File: src/rtl/usr_pkg.sv
// usr_pkg: shared opcode, mode and state definitions for the shift-register sequencer.
package usr_pkg;
    localparam logic [1:0] OP_LOAD = 2'd0;
    localparam logic [1:0] OP_SHR = 2'd1;
    localparam logic [1:0] OP_SHL = 2'd2;
    localparam logic [1:0] OP_CLEAR = 2'd3;
    localparam logic [1:0] MODE_HOLD = 2'b00;
    localparam logic [1:0] MODE_SHR = 2'b01;
    localparam logic [1:0] MODE_SHL = 2'b10;
    localparam logic [1:0] MODE_LOAD = 2'b11;
    typedef enum logic {IDLE, EXEC} state_e;
    function automatic logic is_shift_op(input logic [1:0] op);
        return op == OP_SHR || op == OP_SHL;
    endfunction
endpackage

File: src/rtl/usr_seq_ctrl_if.sv
// usr_seq_ctrl_if: command, serial-in and serial-out handshakes of the sequencer.
interface usr_seq_ctrl_if #(parameter int WIDTH = 4, parameter int CNT_W = 4);
    logic cmd_valid;
    logic cmd_ready;
    logic [1:0] cmd_op;
    logic [CNT_W-1:0] cmd_len;
    logic [WIDTH-1:0] cmd_data;
    logic sin_valid;
    logic sin_data;
    logic sin_ready;
    logic sout_valid;
    logic sout_data;
    modport master (
        output cmd_valid, cmd_op, cmd_len, cmd_data, sin_valid, sin_data,
        input cmd_ready, sin_ready, sout_valid, sout_data
    );
    modport slave (
        input cmd_valid, cmd_op, cmd_len, cmd_data, sin_valid, sin_data,
        output cmd_ready, sin_ready, sout_valid, sout_data
    );
endinterface

File: src/rtl/usr_seq_ctrl_shift_len_counter.sv
// shift_len_counter: loadable down-counter of remaining shifts with zero/one flags.
module shift_len_counter #(
    parameter int CNT_W = 4
) (
    input  logic             clk,
    input  logic             rst,
    input  logic             load_i,
    input  logic [CNT_W-1:0] load_val_i,
    input  logic             dec_i,
    output logic             zero_o,
    output logic             one_o
);
    logic [CNT_W-1:0] cnt_q, cnt_d;
    always_comb begin
        cnt_d = load_i ? load_val_i : (dec_i && !zero_o) ? cnt_q - CNT_W'(1) : cnt_q;
    end
    always_ff @(posedge clk) begin
        cnt_q <= rst ? '0 : cnt_d;
    end
    assign zero_o = cnt_q == '0;
    assign one_o = cnt_q == CNT_W'(1);
endmodule

File: src/rtl/usr_seq_ctrl.sv
// usr_seq_ctrl: sequences load/clear/N-shift commands onto an adjacent universal shift register.
module usr_seq_ctrl
    import usr_pkg::*;
#(
    parameter int WIDTH = 4,
    parameter int CNT_W = 4
) (
    input  logic             clk,
    input  logic             rst,
    usr_seq_ctrl_if.slave    bus,
    output logic             sr_s1,
    output logic             sr_s0,
    output logic [WIDTH-1:0] sr_data_in,
    output logic             sr_msb_in,
    output logic             sr_lsb_in,
    input  logic             sr_msb_out,
    input  logic             sr_lsb_out,
    output logic             busy,
    output logic             done
);
    state_e state_q, state_d;
    logic [1:0] op_q, op_d;
    logic [WIDTH-1:0] data_q, data_d;
    logic done_q, done_d;
    logic accept, exec, is_shift, shr, shift, fin, zero_len, cnt_zero, cnt_one;
    logic [1:0] mode;
    shift_len_counter #(.CNT_W(CNT_W)) u_cnt (
        .clk(clk),
        .rst(rst),
        .load_i(accept),
        .load_val_i(bus.cmd_len),
        .dec_i(shift),
        .zero_o(cnt_zero),
        .one_o(cnt_one)
    );
    // Outputs are gated by rst so the register sees hold while reset is asserted.
    always_comb begin
        exec = state_q == EXEC && !rst;
        is_shift = is_shift_op(op_q);
        shr = op_q == OP_SHR;
        shift = exec && is_shift && bus.sin_valid;
        accept = bus.cmd_valid && state_q == IDLE && !rst;
        zero_len = is_shift_op(bus.cmd_op) && bus.cmd_len == '0;
        fin = exec && (!is_shift || (shift && cnt_one) || cnt_zero);
        op_d = accept ? bus.cmd_op : op_q;
        data_d = accept ? bus.cmd_data : data_q;
        state_d = accept ? (zero_len ? IDLE : EXEC) : fin ? IDLE : state_q;
        done_d = accept ? zero_len : fin;
        mode = !exec ? MODE_HOLD : !is_shift ? MODE_LOAD : !bus.sin_valid ? MODE_HOLD :
               shr ? MODE_SHR : MODE_SHL;
    end
    always_ff @(posedge clk) begin
        if (rst) begin
            state_q <= IDLE;
            op_q <= '0;
            data_q <= '0;
            done_q <= 1'b0;
        end else begin
            state_q <= state_d;
            op_q <= op_d;
            data_q <= data_d;
            done_q <= done_d;
        end
    end
    assign bus.cmd_ready = state_q == IDLE && !rst;
    assign bus.sin_ready = shift;
    assign bus.sout_valid = shift;
    assign bus.sout_data = shift && (shr ? sr_lsb_out : sr_msb_out);
    assign {sr_s1, sr_s0} = mode;
    assign sr_data_in = (exec && op_q == OP_LOAD) ? data_q : '0;
    assign sr_msb_in = shift && shr && bus.sin_data;
    assign sr_lsb_in = shift && !shr && bus.sin_data;
    assign busy = state_q == EXEC;
    assign done = done_q;
endmodule

File: src/flat_wrapper.sv
// flat-port wrapper written by rule: the top's interface ports become plain ports
module usr_seq_ctrl_flat import usr_pkg::*;
#(
    parameter int WIDTH = 4,
    parameter int CNT_W = 4
)
  (clk, rst, sr_s1, sr_s0, sr_data_in, sr_msb_in, sr_lsb_in, sr_msb_out, sr_lsb_out, busy, done, bus_cmd_valid, bus_cmd_op, bus_cmd_len, bus_cmd_data, bus_sin_valid, bus_sin_data, bus_cmd_ready, bus_sin_ready, bus_sout_valid, bus_sout_data);
  usr_seq_ctrl_if #(.WIDTH(WIDTH), .CNT_W(CNT_W)) bus_i ();
  input  logic clk;
  input  logic rst;
  output logic sr_s1;
  output logic sr_s0;
  output logic [WIDTH-1:0] sr_data_in;
  output logic sr_msb_in;
  output logic sr_lsb_in;
  input  logic sr_msb_out;
  input  logic sr_lsb_out;
  output logic busy;
  output logic done;
  input wire logic [$bits(bus_i.cmd_valid)-1:0] bus_cmd_valid;
  input wire logic [$bits(bus_i.cmd_op)-1:0] bus_cmd_op;
  input wire logic [$bits(bus_i.cmd_len)-1:0] bus_cmd_len;
  input wire logic [$bits(bus_i.cmd_data)-1:0] bus_cmd_data;
  input wire logic [$bits(bus_i.sin_valid)-1:0] bus_sin_valid;
  input wire logic [$bits(bus_i.sin_data)-1:0] bus_sin_data;
  output wire logic [$bits(bus_i.cmd_ready)-1:0] bus_cmd_ready;
  output wire logic [$bits(bus_i.sin_ready)-1:0] bus_sin_ready;
  output wire logic [$bits(bus_i.sout_valid)-1:0] bus_sout_valid;
  output wire logic [$bits(bus_i.sout_data)-1:0] bus_sout_data;
  assign bus_i.cmd_valid = bus_cmd_valid;
  assign bus_i.cmd_op = bus_cmd_op;
  assign bus_i.cmd_len = bus_cmd_len;
  assign bus_i.cmd_data = bus_cmd_data;
  assign bus_i.sin_valid = bus_sin_valid;
  assign bus_i.sin_data = bus_sin_data;
  assign bus_cmd_ready = bus_i.cmd_ready;
  assign bus_sin_ready = bus_i.sin_ready;
  assign bus_sout_valid = bus_i.sout_valid;
  assign bus_sout_data = bus_i.sout_data;
  usr_seq_ctrl #(.WIDTH(WIDTH), .CNT_W(CNT_W)) u_core (.clk(clk), .rst(rst), .bus(bus_i), .sr_s1(sr_s1), .sr_s0(sr_s0), .sr_data_in(sr_data_in), .sr_msb_in(sr_msb_in), .sr_lsb_in(sr_lsb_in), .sr_msb_out(sr_msb_out), .sr_lsb_out(sr_lsb_out), .busy(busy), .done(done));
endmodule
File: config.mk
export PLATFORM = sky130hd
export DESIGN_NAME = usr_seq_ctrl_flat
export DESIGN_NICKNAME = d
export VERILOG_FILES = /design/src/rtl/usr_pkg.sv /design/src/rtl/usr_seq_ctrl_if.sv /design/src/rtl/usr_seq_ctrl_shift_len_counter.sv /design/src/rtl/usr_seq_ctrl.sv /design/src/flat_wrapper.sv
export SDC_FILE = /design/constraint.sdc
export NUM_CORES = 1
export LEC_CHECK = 0
export CORE_UTILIZATION = 30
export DETAILED_ROUTE_END_ITERATION = 8
export GPL_ROUTABILITY_DRIVEN = 0
export PLACE_DENSITY = 0.62
export SLEW_MARGIN = 20
export SYNTH_ARGS = -nofsm -noshare
export SYNTH_HDL_FRONTEND = slang
export SYNTH_SLANG_ARGS = --single-unit
export TNS_END_PERCENT = 5
File: constraint.sdc
create_clock -name clk -period 4.9 [get_ports clk]
set_input_delay 0.98 -clock clk [delete_from_list [all_inputs] [get_ports clk]]
set_output_delay 0.98 -clock clk [all_outputs]
set_load 0.1 [all_outputs]
-- Yosys cells after proc, flatten, opt, wreduce, memory -nomap -nowiden
Cells that the tools add are included.
W data, S select, Z words.
- output and inout bits: 14
- flip-flop bits (word level): 12
- word-level logic and storage cells: 53
- reduce and logical (&&, ||, !) cells: 29
- equality and inequality tests: 5
- bitwise gates (word level): 1
- add/subtract/negate cells: 1
- mux-type cells: 12
- operators with widths (kind ; number):
    $logic_and A1 B1 Y1 ; 16
    $mux W4 ; 3
    $logic_not A4 Y1 ; 2
    $mux W2 ; 4
    $mux W1 ; 5
    $eq A2 B1 Y1 const B ; 2
    $eq A2 B2 Y1 const B ; 2
    $eq A4 B1 Y1 const B ; 1
    $logic_not A1 Y1 ; 4
    $logic_or A1 B1 Y1 ; 4
    $reduce_bool A2 Y1 ; 2
    $sub A4 B1 Y4 const B ; 1
    $logic_not A2 Y1 ; 1
    $not A1 Y1 ; 1

-- Logic depth before layout (Yosys ltp)
Gate-level depths: netlist of run 1.
- word-level depth: 10
- mapped depth: 6

-- Modules after synthesis
Synthesis of run 1 repeated with hierarchy kept, for this count alone.
- cells, all modules: 87
- area total of the unflattened synthesis: 770.7 µm²
- modules (own cells, without submodules) (module ; sequential area each (µm²) ; times used ; area each (µm²) ; cells an instance):
    usr_seq_ctrl ; 160.2 ; 1 ; 484.2 ; 56
    shift_len_counter ; 80.1 ; 1 ; 286.5 ; 31

-- Least setup slack after synthesis of run 1
OpenSTA, ideal clock, no wires.
- kind: register -> output
- start point: reg u_core.state_q (netlist: u_core.busy)
- end point: out sr_lsb_in
- cell stages (with the launch flop): 5
- slack: 911 ps
- arrival: 3009 ps
- cell sequence: dfxtp_1 nand4b_4 inv_4 nand2_1 nor2_1
- word-level cells in the longest chain between the ends: 5
- ends and longest elaborated chain (what ; RTL line ; text):
    start: declaration ; usr_seq_ctrl.sv:21 ; state_e state_q, state_d;
    start signal: assignment ; usr_seq_ctrl.sv:59 ; state_q <= state_d;
    $logic_and A1 B1 Y1 ; usr_seq_ctrl.sv:38 ; exec = state_q == EXEC && !rst;
    $logic_and A1 B1 Y1 (2 in a row) ; usr_seq_ctrl.sv:41 ; shift = exec && is_shift && bus.sin_valid;
    named net bus_sin_ready ; flat_wrapper.sv:27 ; output wire logic [$bits(bus_i.sin_ready)-1:0] bus_sin_ready;
    $logic_and A1 B1 Y1 (2 in a row) ; usr_seq_ctrl.sv:72 ; assign sr_lsb_in = shift && !shr && bus.sin_data;
    end: declaration ; flat_wrapper.sv:15 ; output logic sr_lsb_in;
The timed path passes the listed nets, and every way through them passes these cells.

-- Final worst setup path of run 1
- start point: in rst
- end point: out sr_msb_in
- word-level cells in the longest chain between the ends: 6
- ends and longest elaborated chain (what ; RTL line ; text):
    start: declaration ; flat_wrapper.sv:10 ; input logic rst;
    $logic_not A1 Y1 ; usr_seq_ctrl.sv:38 ;
    $logic_and A1 B1 Y1 ; usr_seq_ctrl.sv:38 ;
    $logic_and A1 B1 Y1 (2 in a row) ; usr_seq_ctrl.sv:41 ;
    $logic_and A1 B1 Y1 (2 in a row) ; usr_seq_ctrl.sv:71 ; assign sr_msb_in = shift && shr && bus.sin_data;
    end: declaration ; flat_wrapper.sv:14 ; output logic sr_msb_in;
Every way passes these cells.

==> flow_summary.ini, run 1 <==
[place]
dp_cells = 146
port_buffers = 30
place_area_mm2 = 0.00106
dp_hpwl_mm = 1.34
pre_cts_slack_ns = 1.26

[global_route]
grt_pass1_vias = 681
antenna_found_initial = 0
track_usage_pct = 14.3
grt_max_degree = 19
grt_pass1_wl_mm = 2.91
grt_overflow_total = 0

[critical_path]
crit_chain = clkdlybuf4s50_1, nand4b_4, inv_4, and3_1, buf_4
arrival_ns = 2.67
start_kind = input pin
crit_required_ns = 3.92
cp_slowest_cell = clkdlybuf4s50_1
max_stage_delay_ns = 0.74
critPathBufInv = 3
crit_family = buffers and inverters
crit_type = in2out
worstPathMaxFanout = 18
end_kind = output port

[power]
peakVddDrop_v = 0.000169
power.leakage_nw = 0.477
power_density_mw_per_mm2 = 257

[timing]
slew_headroom_pct = 35.5
tns_ns = 0
worst_pin_slew_ns = 0.965
hold_viol_final = 0
finalCriticalPeriod_ns = 3.65
setup_slack_ns = 1.25
min_period_over_period_pct = 74.4
setup_viol = 0
slew_viol_final = 0
rsz0062_at_grt = no
max_freq_mhz = 274
finalClockSkew_ns = 0.00951

[floorplan]
die_h_um = 53.0
die_w_um = 53.0
initial_core_util_pct = 31.5
rows = 18
core_mm2 = 0.00248
dieArea_mm2 = 0.00281
ios = 31

[drt]
drc_errors = 0
vias = 752
ant_nets = 0
detail_route.vias_per_cell = 5.01
wl_per_cell_um = 11.8
dr.pass1.iters = 4
drt-initial-drc-count = 7
wl_mm = 1.78

[clock_tree]
holdBufCountCts = 0
cts.repair.resized = 0
root_buffer = clkbuf_4
cts.sinks = 12
cts_made_buffers = 3
clk_latency_ns = 0.28
max-clock-path-buffers = 2
cts_tree = built
clkTransAtPathRegs_ns = 0.07
cts.htree.levels = 1
cts_setup_buffers = 0

[layout]
mostFrequentLayoutCells = clkdlybuf4s50_1 (18), buf_4 (12), dfxtp_1 (12)
stdcell_count = 150
final_design_area_no_fill_mm2 = 0.00110
nFillCells = 252
mostFrequentLayoutCell = clkdlybuf4s50_1
drive_gt1_share_pct = 20.8
area_growth_pct = 40.5
diodes = 0
fin_nets = 143

[synth]
synth-async-reset-ratio_pct = 0
ys_seq_area_share_pct = 30.8
synth_cell_types = 34
yosysWarningCount = 0
synth_edf_count = 0
syn_avg_cell_area_um2 = 8.67
yosys_most_used_dff = dfxtp_1
synth-seq-cells = 12
synthesis.instances = 90
syn_nets = 112
syn-cell-area_um2 = 781

[run]
cap_violations = 0

[run_status]
outcome = completed

[min_path]
hp-class = reg2reg
## metrics by stage
step                      util [%]  power, mW  hold WS [ns]
after global routing          44.3      0.298         0.510
after floorplan                  -      0.175         0.445
after global placement        42.8      0.202         0.457
final                         44.3      0.282         0.476
after CTS                     44.3      0.285         0.481
after detailed placement      42.8      0.202         0.468
## logic make-up (layout without fill, tap and decap cells)
family | after synthesis | after routing | synth area share, %
buffers and inverters | 9 | 39 | 6.25
muxes | 1 | 1 | 1.28
and+or+nand+nor | 45 | 45 | 36.4
xor gates and xnor gates | 2 | 2 | 2.24
DFF | 12 | 12 | 30.8
adders and majority gates | 5 | 5 | 8.01
AOI/OAI and AO/OA | 16 | 16 | 15.1
## sequential cells by signal, indices dropped and copies added, names as in the netlist
register and count:
u_core.data_q 4, u_core.u_cnt.cnt_q 4, u_core.done 1, u_core.busy 1, u_core.op_q 2
## worst min-delay path: cells and delay by family, from the launching register on
kind / cells / cell delay (ns)
and+or+nand+nor: 1 / 0.06
AOI/OAI and AO/OA: 1 / 0.06
DFF: 1 / 0.31
## routing by layer
metal | up-vias | GRT usage (%) | part of all wire (%) | routed length, um
li1 | 382 | - | - | -
met1 | 351 | 18.8 | 49 | 877
met2 | 19 | 21.7 | 46 | 816
met3 | 0 | 5.17 | 4.5 | 80
met4 | 0 | 3.95 | 0 | 0
met5 | - | 0 | 0 | 0
## synthesized netlist by cell type, types with 2 or more instances
cell type | count | area, um^2
nor2b_1 | 2 | 12.5
nand2_1 | 8 | 30.0
dfxtp_1 | 12 | 240
and3_1 | 6 | 37.5
a21oi_1 | 2 | 10.0
o21ai_0 | 6 | 30.0
xnor2_1 | 2 | 17.5
nand2b_1 | 6 | 37.5
ha_1 | 5 | 62.6
nor3_1 | 4 | 20.0
nor2_1 | 8 | 30.0
o31ai_1 | 2 | 15.0
inv_1 | 4 | 15.0
or3b_2 | 2 | 17.5
nor4_1 | 2 | 12.5
## layout make-up
type / instances / area (um^2) / share of cell area, %
sequential: 12 / 240 / 21.9
multi-input combinational: 69 / 492 / 44.8
timing repair buffer: 30 / 270 / 24.6
tap: 30 / 37.5 / 3.42
clock buffer: 4 / 36.3 / 3.31
inverter: 5 / 21.3 / 1.94
## where the power goes
group / switching [mW] / internal, mW
logic: 0.0538 / 0.0347
registers: 0.00710 / 0.105
clock network: 0.0357 / 0.0452
total: 0.0966 / 0.185
## path summary, 6_finish.rpt
| path | depth (start not counted) | endpoint | startpoint | slack (ns) |
|---|---|---|---|---|
| worst max register to register | 6 | u_core.u_cnt.cnt_q[3] | u_core.op_q[0] | 3.27 |
| worst max-delay path | 5 | sr_msb_in | rst | 1.25 |
| worst min-delay path | 2 | u_core.data_q[1] | u_core.data_q[1] | 0.48 |
| worst min register to register | 2 | u_core.data_q[1] | u_core.data_q[1] | 0.48 |
Note: power is estimated with default switching activity, not from simulation.
==> run 2: changes to the inputs <==
==> constraint.sdc (replaced) <==
create_clock -name clk -period 3.64 [get_ports clk]
set_input_delay 0.728 -clock clk [delete_from_list [all_inputs] [get_ports clk]]
set_output_delay 0.728 -clock clk [all_outputs]
set_load 0.1 [all_outputs]
==> flow_summary.ini, run 2 (synthesized netlist as in run 1, its figures left out) <==
[layout]
stdcell_count = 152
diodes = 0
drive_gt1_share_pct = 23.8
mostFrequentLayoutCells = clkdlybuf4s50_1 (17), dfxtp_1 (12), buf_12 (11)
mostFrequentLayoutCell = clkdlybuf4s50_1
area_growth_pct = 60.1
reg_top3 = u_core.data_q (4), u_core.u_cnt.cnt_q (4), u_core.op_q (2)
fin_nets = 145

[power]
peakVddDrop_v = 0.000158
power.leakage_nw = 0.519
p_sw_share_pct = 34.9
internal_power_mw = 0.256
combPwrFrac_pct = 32.8
power_frac_seq_pct = 38.5
p_switching_mw = 0.137
power.total_mw = 0.393
p_clk_share_pct = 28.8
power_density_mw_per_mm2 = 315

[global_route]
grt_max_degree = 18
antenna_found_initial = 0
grt_pass1_wl_mm = 3.13
track_usage_pct = 15.5
grt_pass1_vias = 714
grt_overflow_total = 0

[critical_path]
end_kind = output port
worstReg2RegEnd = u_core.u_cnt.cnt_q[3]
crit_required_ns = 2.91
r2r_setup_slack_ns = 1.93
crit_type = in2out
crit_chain = clkdlybuf4s50_1, nand4b_4, inv_4, and3_1, buf_12
critPathBufInv = 3
ff2ff_path_depth = 6
worstPathMaxFanout = 11
start_kind = input pin
arrival_ns = 2.17
crit_family = buffers and inverters
cp_slowest_cell = clkdlybuf4s50_1
worst_r2r_startpoint = u_core.op_q[0]
max_stage_delay_ns = 0.59

[timing]
worst_pin_slew_ns = 0.958
finalClockSkew_ns = 0.00128
tns_ns = 0
max_freq_mhz = 345
min_period_over_period_pct = 79.7
slew_viol_final = 0
rsz0062_at_grt = no
slew_headroom_pct = 35.9
hold_viol_final = 0
setup_viol = 0
finalCriticalPeriod_ns = 2.90

[place]
port_buffers = 30
dp_hpwl_mm = 1.52
dp_cells = 148

[drt]
drt-initial-drc-count = 16
wl_mm = 1.94
ant_nets = 0
wl_per_cell_um = 12.8
dr.pass1.iters = 4
detail_route.vias_per_cell = 5.01
vias = 762
drc_errors = 0

[clock_tree]
clk_latency_ns = 0.28
holdBufCountCts = 0
cts.sinks = 12
cts_made_buffers = 3
root_buffer = clkbuf_4
cts.repair.resized = 0
cts.htree.levels = 1
clkTransAtPathRegs_ns = 0.09
cts_tree = built
max-clock-path-buffers = 2
cts_setup_buffers = 0

[min_path]
hold_depth = 2
min_from = u_core.data_q[1]
hp-class = reg2reg
worstHoldEndpoint = u_core.data_q[1]

[floorplan]
die_w_um = 53.0
core_mm2 = 0.00248
dieArea_mm2 = 0.00281
rows = 18
die_h_um = 53.0
initial_core_util_pct = 31.5
ios = 31

[run_status]
outcome = completed

[run]
cap_violations = 0
[run 2: cell types whose count changed in the layout (fill, tap and decap cells not counted)]
cell             delta
buf_4               -8
nor2_1              -1
buf_12             +11
clkdlybuf4s50_1     -1
nor2_2              +1
[run 2: cell type report]
type	count	area (um^2)
clock buffers	4	36.3
fillers	245	1230
inverters	5	21.3
multi-input cells	69	494
flip-flops and latches	12	240
well taps	30	37.5
repair buffers	32	420
[run 2: how the worst max path moves through the flow]
stage,startpoint,end,cells after the start,slack (ns)
finish,rst,sr_msb_in,5,0.74
floorplan,u_core.busy,sr_s1,2,0.09
global route,rst,sr_lsb_in,6,0.64
CTS,rst,sr_msb_in,5,0.74
detailed placement,rst,sr_msb_in,5,0.75
global placement,rst,sr_msb_in,5,0.79
[run 2: through the flow]
step / area, um^2 / worst slack, ns / util, % / hold slack, ns
after global routing: 1250 / 0.639 / 50.5 / 0.513
final: 1250 / 0.740 / 50.5 / 0.486
after detailed placement: 1210 / 0.750 / 49.0 / 0.471
after CTS: 1250 / 0.741 / 50.5 / 0.485
after floorplan: 783 / 0.0948 / - / 0.445
after global placement: 1210 / 0.791 / 49.0 / 0.466
[run 2: worst register-to-register path: stages (launching register included)]
cell and delay (ns):
dfxtp_1 0.35, inv_1 0.08, ha_1 0.37, nand4b_4 0.15
inv_4 0.08, or4b_4 0.53, o211ai_2 0.08
[run 2: power by group through the flow]
stage | combinational (mW) | sequential, mW | clock [mW]
finish | 0.129 | 0.151 | 0.113
global placement | 0.127 | 0.154 | 0
detailed placement | 0.129 | 0.154 | 0
global route | 0.138 | 0.152 | 0.122
CTS | 0.129 | 0.151 | 0.115
floorplan | 0.0733 | 0.163 | 0
[run 2: routing by layer]
| metal | vias to the layer above | global-route usage, % | part of all wire, % |
|---|---|---|---|
| li1 | 385 | - | - |
| met1 | 354 | 20.4 | 48 |
| met2 | 20 | 23.4 | 46 |
| met3 | 3 | 3.74 | 4.0 |
| met4 | 0 | 7.46 | 1.3 |
| met5 | - | 0 | 0 |
